### src/rtl/vend_pkg.sv
// Shared encodings for the vending eject scheduler: actuator selects, FSM states
// and the queued transaction entry.
package vend_pkg;

    localparam logic [1:0] SEL_PRODUCT = 2'b00;
    localparam logic [1:0] SEL_NICKEL  = 2'b01;
    localparam logic [1:0] SEL_DIME    = 2'b10;

    localparam int DIMES_W = 2;
    localparam int ENTRY_W = 2 + DIMES_W;

    typedef enum logic [1:0] {
        ST_IDLE  = 2'd0,
        ST_ISSUE = 2'd1,
        ST_WAIT  = 2'd2
    } state_e;

    typedef struct packed {
        logic               prod;
        logic               nick;
        logic [DIMES_W-1:0] dimes;
    } entry_t;

    function automatic logic entry_busy(input entry_t e);
        return e.prod | e.nick | (e.dimes != '0);
    endfunction

endpackage

### src/rtl/vend_cmd_fifo.sv
// Small synchronous transaction queue; a push on full is accepted only when a
// pop frees a slot in the same cycle.
module vend_cmd_fifo
    import vend_pkg::*;
#(
    parameter int DEPTH = 4
) (
    input  logic   clk,
    input  logic   reset,
    input  logic   push,
    input  logic   pop,
    input  entry_t din,
    output entry_t dout,
    output logic   full,
    output logic   empty
);

    localparam int AW = $clog2(DEPTH);

    entry_t [DEPTH-1:0] mem_q, mem_d;
    logic   [AW:0]      wr_ptr_q, wr_ptr_d, rd_ptr_q, rd_ptr_d;
    logic               do_push, do_pop;

    assign empty   = (wr_ptr_q == rd_ptr_q);
    assign full    = (wr_ptr_q[AW] != rd_ptr_q[AW]) && (wr_ptr_q[AW-1:0] == rd_ptr_q[AW-1:0]);
    assign do_pop  = pop && !empty;
    assign do_push = push && (!full || do_pop);
    assign dout    = mem_q[rd_ptr_q[AW-1:0]];

    always_comb begin
        mem_d    = mem_q;
        wr_ptr_d = wr_ptr_q;
        rd_ptr_d = rd_ptr_q;
        if (do_push) begin
            mem_d[wr_ptr_q[AW-1:0]] = din;
            wr_ptr_d = wr_ptr_q + {{AW{1'b0}}, 1'b1};
        end
        if (do_pop) begin
            rd_ptr_d = rd_ptr_q + {{AW{1'b0}}, 1'b1};
        end
    end

    always_ff @(posedge clk) begin
        if (reset) begin
            wr_ptr_q <= '0;
            rd_ptr_q <= '0;
        end else begin
            wr_ptr_q <= wr_ptr_d;
            rd_ptr_q <= rd_ptr_d;
        end
        mem_q <= mem_d;
    end

endmodule

### src/rtl/vend_eject_scheduler.sv
// Serialises product/change pulses from the vending FSM onto one eject actuator
// and tracks coin tube inventory for the coin acceptor lockout.
module vend_eject_scheduler
    import vend_pkg::*;
#(
    parameter int FIFO_DEPTH  = 4,
    parameter int CNT_W       = 8,
    parameter int NICKEL_INIT = 20,
    parameter int DIME_INIT   = 20,
    parameter int LOW_MARK    = 2
) (
    input  logic             clk,
    input  logic             reset,
    input  logic             disp_in,
    input  logic             ret_nickel_in,
    input  logic             ret_dime_in,
    input  logic             ret_two_dimes_in,
    input  logic             coin_n,
    input  logic             coin_d,
    input  logic             eject_ack,
    output logic             eject_req,
    output logic [1:0]       eject_sel,
    output logic             coin_lockout,
    output logic             low_change,
    output logic [CNT_W-1:0] nickel_cnt,
    output logic [CNT_W-1:0] dime_cnt,
    output logic             cmd_overflow,
    output logic             change_fault
);

    state_e           state_q, state_d;
    entry_t           work_q, work_d, push_entry, fifo_dout;
    logic [1:0]       sel_q, sel_d;
    logic             req_q, req_d;
    logic [CNT_W-1:0] nickel_q, nickel_d, dime_q, dime_d;
    logic             ovf_q, ovf_d, fault_q, fault_d;
    logic             push, pop, fifo_full, fifo_empty, nick_dec, dime_dec;

    assign push       = disp_in | ret_nickel_in | ret_dime_in | ret_two_dimes_in;
    // {two_dimes, dime} is exactly ret_dime_in + 2*ret_two_dimes_in
    assign push_entry = '{prod: disp_in, nick: ret_nickel_in, dimes: {ret_two_dimes_in, ret_dime_in}};
    assign pop        = (state_q == ST_IDLE) && !fifo_empty;

    vend_cmd_fifo #(.DEPTH(FIFO_DEPTH)) u_fifo (
        .clk   (clk),
        .reset (reset),
        .push  (push),
        .pop   (pop),
        .din   (push_entry),
        .dout  (fifo_dout),
        .full  (fifo_full),
        .empty (fifo_empty)
    );

    always_comb begin
        state_d  = state_q;
        work_d   = work_q;
        sel_d    = sel_q;
        fault_d  = fault_q;
        nick_dec = 1'b0;
        dime_dec = 1'b0;
        case (state_q)
            ST_IDLE: begin
                if (!fifo_empty) begin
                    work_d  = fifo_dout;
                    state_d = ST_ISSUE;
                end
            end
            ST_ISSUE: begin
                if (work_q.prod) begin
                    sel_d   = SEL_PRODUCT;
                    state_d = ST_WAIT;
                end else if (work_q.nick) begin
                    if (nickel_q == '0) begin
                        work_d.nick = 1'b0;
                        fault_d     = 1'b1;
                    end else begin
                        sel_d   = SEL_NICKEL;
                        state_d = ST_WAIT;
                    end
                end else if (work_q.dimes != '0) begin
                    // an empty dime tube abandons every dime still owed
                    if (dime_q == '0) begin
                        work_d.dimes = '0;
                        fault_d      = 1'b1;
                    end else begin
                        sel_d   = SEL_DIME;
                        state_d = ST_WAIT;
                    end
                end
                if (state_d == ST_ISSUE && !entry_busy(work_d)) state_d = ST_IDLE;
            end
            ST_WAIT: begin
                if (eject_ack) begin
                    case (sel_q)
                        SEL_PRODUCT: work_d.prod = 1'b0;
                        SEL_NICKEL: begin
                            work_d.nick = 1'b0;
                            nick_dec    = 1'b1;
                        end
                        default: begin
                            work_d.dimes = work_q.dimes - 2'd1;
                            dime_dec     = 1'b1;
                        end
                    endcase
                    state_d = entry_busy(work_d) ? ST_ISSUE : ST_IDLE;
                end
            end
            default: state_d = ST_IDLE;
        endcase
        req_d = (state_d == ST_WAIT);
    end

    always_comb begin
        nickel_d = nickel_q;
        dime_d   = dime_q;
        if (coin_n && !nick_dec) begin
            if (nickel_q != '1) nickel_d = nickel_q + CNT_W'(1);
        end else if (nick_dec && !coin_n) begin
            if (nickel_q != '0) nickel_d = nickel_q - CNT_W'(1);
        end
        if (coin_d && !dime_dec) begin
            if (dime_q != '1) dime_d = dime_q + CNT_W'(1);
        end else if (dime_dec && !coin_d) begin
            if (dime_q != '0) dime_d = dime_q - CNT_W'(1);
        end
        ovf_d = ovf_q | (push && fifo_full && !pop);
    end

    always_ff @(posedge clk) begin
        if (reset) begin
            state_q  <= ST_IDLE;
            work_q   <= '0;
            sel_q    <= SEL_PRODUCT;
            req_q    <= 1'b0;
            nickel_q <= CNT_W'(NICKEL_INIT);
            dime_q   <= CNT_W'(DIME_INIT);
            ovf_q    <= 1'b0;
            fault_q  <= 1'b0;
        end else begin
            state_q  <= state_d;
            work_q   <= work_d;
            sel_q    <= sel_d;
            req_q    <= req_d;
            nickel_q <= nickel_d;
            dime_q   <= dime_d;
            ovf_q    <= ovf_d;
            fault_q  <= fault_d;
        end
    end

    assign eject_req    = req_q;
    assign eject_sel    = sel_q;
    assign nickel_cnt   = nickel_q;
    assign dime_cnt     = dime_q;
    assign cmd_overflow = ovf_q;
    assign change_fault = fault_q;
    assign low_change   = (nickel_q < CNT_W'(LOW_MARK)) | (dime_q < CNT_W'(LOW_MARK));
    assign coin_lockout = fifo_full | low_change;

endmodule

### config.mk
export PLATFORM = sky130hd
export DESIGN_NAME = vend_eject_scheduler
export DESIGN_NICKNAME = d
export VERILOG_FILES = /design/src/rtl/vend_pkg.sv /design/src/rtl/vend_cmd_fifo.sv /design/src/rtl/vend_eject_scheduler.sv
export SDC_FILE = /design/constraint.sdc
export NUM_CORES = 1
export LEC_CHECK = 0
export CORE_ASPECT_RATIO = 1.2
export CORE_UTILIZATION = 33
export CTS_BUF_LIST = sky130_fd_sc_hd__clkbuf_16
export DETAILED_ROUTE_END_ITERATION = 10
export GPL_ROUTABILITY_DRIVEN = 0
export SLEW_MARGIN = 20
export SYNTH_ARGS = -nofsm -noshare
export SYNTH_HDL_FRONTEND = slang
export SYNTH_HIERARCHICAL = 1
export SYNTH_SLANG_ARGS = --single-unit
### constraint.sdc
create_clock -name clk -period 3.3 [get_ports clk]
set_input_delay 0.495 -clock clk [delete_from_list [all_inputs] [get_ports clk]]
set_output_delay 0.495 -clock clk [all_outputs]
set_load 0.02 [all_outputs]
==> results.toml <==
[outcome]
outcome = "finished clean"

[routing]
detail_route.first_pass.iterations = 4
dr_total_vias = 2538
vias_per_cell = 5.28
avgRoutedWirePerCell_microns = 13.9
route.antenna.remaining_nets = 0
initial_drc_count = 113
route.final.wire_length_microns = 6680
remaining_drc_errors = 0

[worst_setup_path]
worst_r2r_startpoint = "state_q[0]$_SDFF_PP0_"
cp_max_fo = 9
end_kind = "flip-flop"
r2r-end = "dime_cnt[7]$_SDFFE_PP0P_"
reg2reg_slack_ps = 300
critPathRequiredTime_ps = 3480
reg2regPathDepth = 12
timing.critical_path.arrival_ps = 3190
timing.critical_path.from_type = "flip-flop"
setup.worst_path.class = "reg2reg"

[clocking]
worst_skew_pair.late_latency_ps = 290
clkTransAtPathRegs_ps = 70
cts_max_level = 2
cts_max_path_buffers = 2
clock_tree_from_tritoncts = "yes"
number_of_hold_buffers_added_after_cts = 0
cts.root.buffer_cell = "sky130_fd_sc_hd__clkbuf_16"
clock_sinks = 49
cts_made_buffers = 5

[floorplanning]
boundaryPins = 32
fp.dieW_microns = 91.4
floorplan.initialDensity_pct = 34.5
placement_rows = 38
floorplan_core_area_sq_um = 9180
dieArea_sq_um = 9980
die_h_microns = 109

[synthesis]
commonest_cells_in_the_netlist = "sky130_fd_sc_hd__dfxtp_1, sky130_fd_sc_hd__nor2_1, sky130_fd_sc_hd__inv_1"
seq_area_frac_synth_pct = 36.1
synth_fp_nets = 360
synth_warnings = 6
ys_ff_latch = 49
yosys_most_used_dff = "sky130_fd_sc_hd__dfxtp_1"
syn_inst = 325
yosys-top-cells-area = "sky130_fd_sc_hd__dfxtp_1, sky130_fd_sc_hd__edfxtp_1, sky130_fd_sc_hd__ha_1, sky130_fd_sc_hd__nor2_1, sky130_fd_sc_hd__mux4_1"
synth_top_area_share_pct = 20.9
synth.cell_area_sq_um = 3160
yosys.cell_types.count = 63
syn-mean-instance-area_sq_um = 9.73
synth-edff-count = 16
synth.largest_area_cell = "sky130_fd_sc_hd__dfxtp_1"
synth-async-reset-ratio_pct = 0

[place]
placed_cells_incl_taps = 473
dp.final_hpwl_microns = 5150
place.port_buffers = 31
post_dp_cell_area_sq_um = 3630
dpl_worst_slack_ps = -0.682

[final_layout]
num_antenna_cells = 0
multi_input_comb_area_sq_um = 1900
register_area_sq_um = 1140
end_of_flow_core_utilization_pct = 41.2
final_cells = 481
relative_area_change_from_synthesis_to_final_layout_pct = 19.5
finalNetCount = 395
fill_cells = 876
finish.instance_area_sq_um = 3780
drive_above_1_share_pct = 8.59

[timing]
hold_violations = 0
totalNegativeSetupSlack_ps = 0
rsz0062_at_grt = "no"
period_minus_slack_ps = 3000
slew_headroom_pct = 60.8
worst_pin_slew_ps = 582
skew_ps = 6.15
timing.final.crit_share_pct = 91.0
report.final.slew_viol_count = 0
achievable-frequency_mhz = 333
fin_hold_ws_ps = 487
finalWorstSetupSlack_ps = 298
finalSetupViolCount = 0

[min_path]
hold_path_end = "cmd_overflow$_SDFF_PP0_"
hp-class = "reg2reg"
min_from = "cmd_overflow$_SDFF_PP0_"
hold_path_depth = 2

[pwr]
power.total_mw = 2.46
pwr_density_cell_nw_per_um2 = 651
p_leak_nw = 1.45
largest_voltage_drop_on_the_vdd_net_mv = 0.308

[global_route]
global_route_wire_length_before_repair_microns = 11600
grt_pass1_vias = 2498
antenna_found_initial = 0
grtUsageTotal_pct = 14.5
maximum_number_of_pins_on_one_net_before_global_route_repair = 43
grt.overflow.total = 0

[run]
timing.max_cap.violations = 0
## worst max path at each step
stage                          endpoint                  start  depth (start not counted)  slack, ps
2_1_floorplan  dime_cnt[7]$_SDFFE_PP0P_  state_q[0]$_SDFF_PP0_                         12        430
3_3_place_gp   dime_cnt[7]$_SDFFE_PP0P_              eject_ack                         10        100
3_5_place_dp   dime_cnt[7]$_SDFFE_PP0P_              eject_ack                         10       -0.7
4_1_cts        dime_cnt[7]$_SDFFE_PP0P_  state_q[0]$_SDFF_PP0_                         12        200
5_1_grt        dime_cnt[7]$_SDFFE_PP0P_  state_q[0]$_SDFF_PP0_                         12          6
6_report       dime_cnt[7]$_SDFFE_PP0P_  state_q[0]$_SDFF_PP0_                         12        300
## layout by cell type (no fill, tap or decap), types with 7 or more instances in the layout
cell type                         count
sky130_fd_sc_hd__a21oi_1             20
sky130_fd_sc_hd__clkdlybuf4s50_1     31
sky130_fd_sc_hd__xnor2_1              7
sky130_fd_sc_hd__nand2_1             12
sky130_fd_sc_hd__nor2b_1              7
sky130_fd_sc_hd__nor2_1              33
sky130_fd_sc_hd__mux2i_1              9
sky130_fd_sc_hd__dfxtp_1             32
sky130_fd_sc_hd__ha_1                24
sky130_fd_sc_hd__o21ai_0             15
sky130_fd_sc_hd__inv_1               25
sky130_fd_sc_hd__edfxtp_1            16
## metal layers
metal	routed length (microns)	share of wire, %	global-route usage [%]
met5	0	0	0
met4	78	1.2	4.08
met3	171	2.6	2.37
met2	3500	52	28.1
met1	2930	44	16.4
## sequential cells by signal, indices dropped and copies added (netlist names)
register         count
eject_req            1
eject_sel            2
nickel_cnt           8
u_fifo/mem_q        16
state_q              2
u_fifo/wr_ptr_q      3
work_q               4
cmd_overflow         1
change_fault         1
u_fifo/rd_ptr_q      3
dime_cnt             8
## power breakdown
group          internal (mW)  switching [mW]  leakage (nW)
registers              0.740           0.153         0.422
logic                  0.486           0.569         0.963
clock network          0.282           0.229        0.0664
## kinds of logic (layout without fill, tap and decap cells)
family / count (synthesis) / count (layout) / share of synthesized area (%)
fa+ha+maj: 26 / 26 / 10.8
simple gates: 100 / 100 / 16.9
xor+xnor: 10 / 10 / 3.84
mux: 20 / 20 / 8.66
buf+inv: 33 / 69 / 3.96
flops: 49 / 49 / 36.1
compound gates: 87 / 87 / 19.8
## critical path: stages, from the launching register on
cell	delay, ps
sky130_fd_sc_hd__dfxtp_2	380
sky130_fd_sc_hd__inv_1	70
sky130_fd_sc_hd__ha_1	300
sky130_fd_sc_hd__nand3_1	150
sky130_fd_sc_hd__ha_1	230
sky130_fd_sc_hd__inv_1	120
sky130_fd_sc_hd__buf_4	160
sky130_fd_sc_hd__ha_1	210
sky130_fd_sc_hd__a21o_1	210
sky130_fd_sc_hd__a2111oi_1	390
sky130_fd_sc_hd__a21oi_1	140
sky130_fd_sc_hd__mux2i_1	190
sky130_fd_sc_hd__mux2_2	350
## cell type report
cell class                      count  area share (%)
Clock buffer                        5            3.31
Clock inverter                      3           0.563
Inverter                           25            2.48
Multi-Input combinational cell    243            50.2
Tap cell                          120            3.97
Sequential cell                    49            30.2
Timing Repair Buffer               36            9.21
## timing repair
action	in CTS	in global routing
setup endpoints to repair	0	1
resized for setup	0	2
buffers inserted	0	0
hold endpoints to repair	0	0
(Power assumes the default switching activity.)
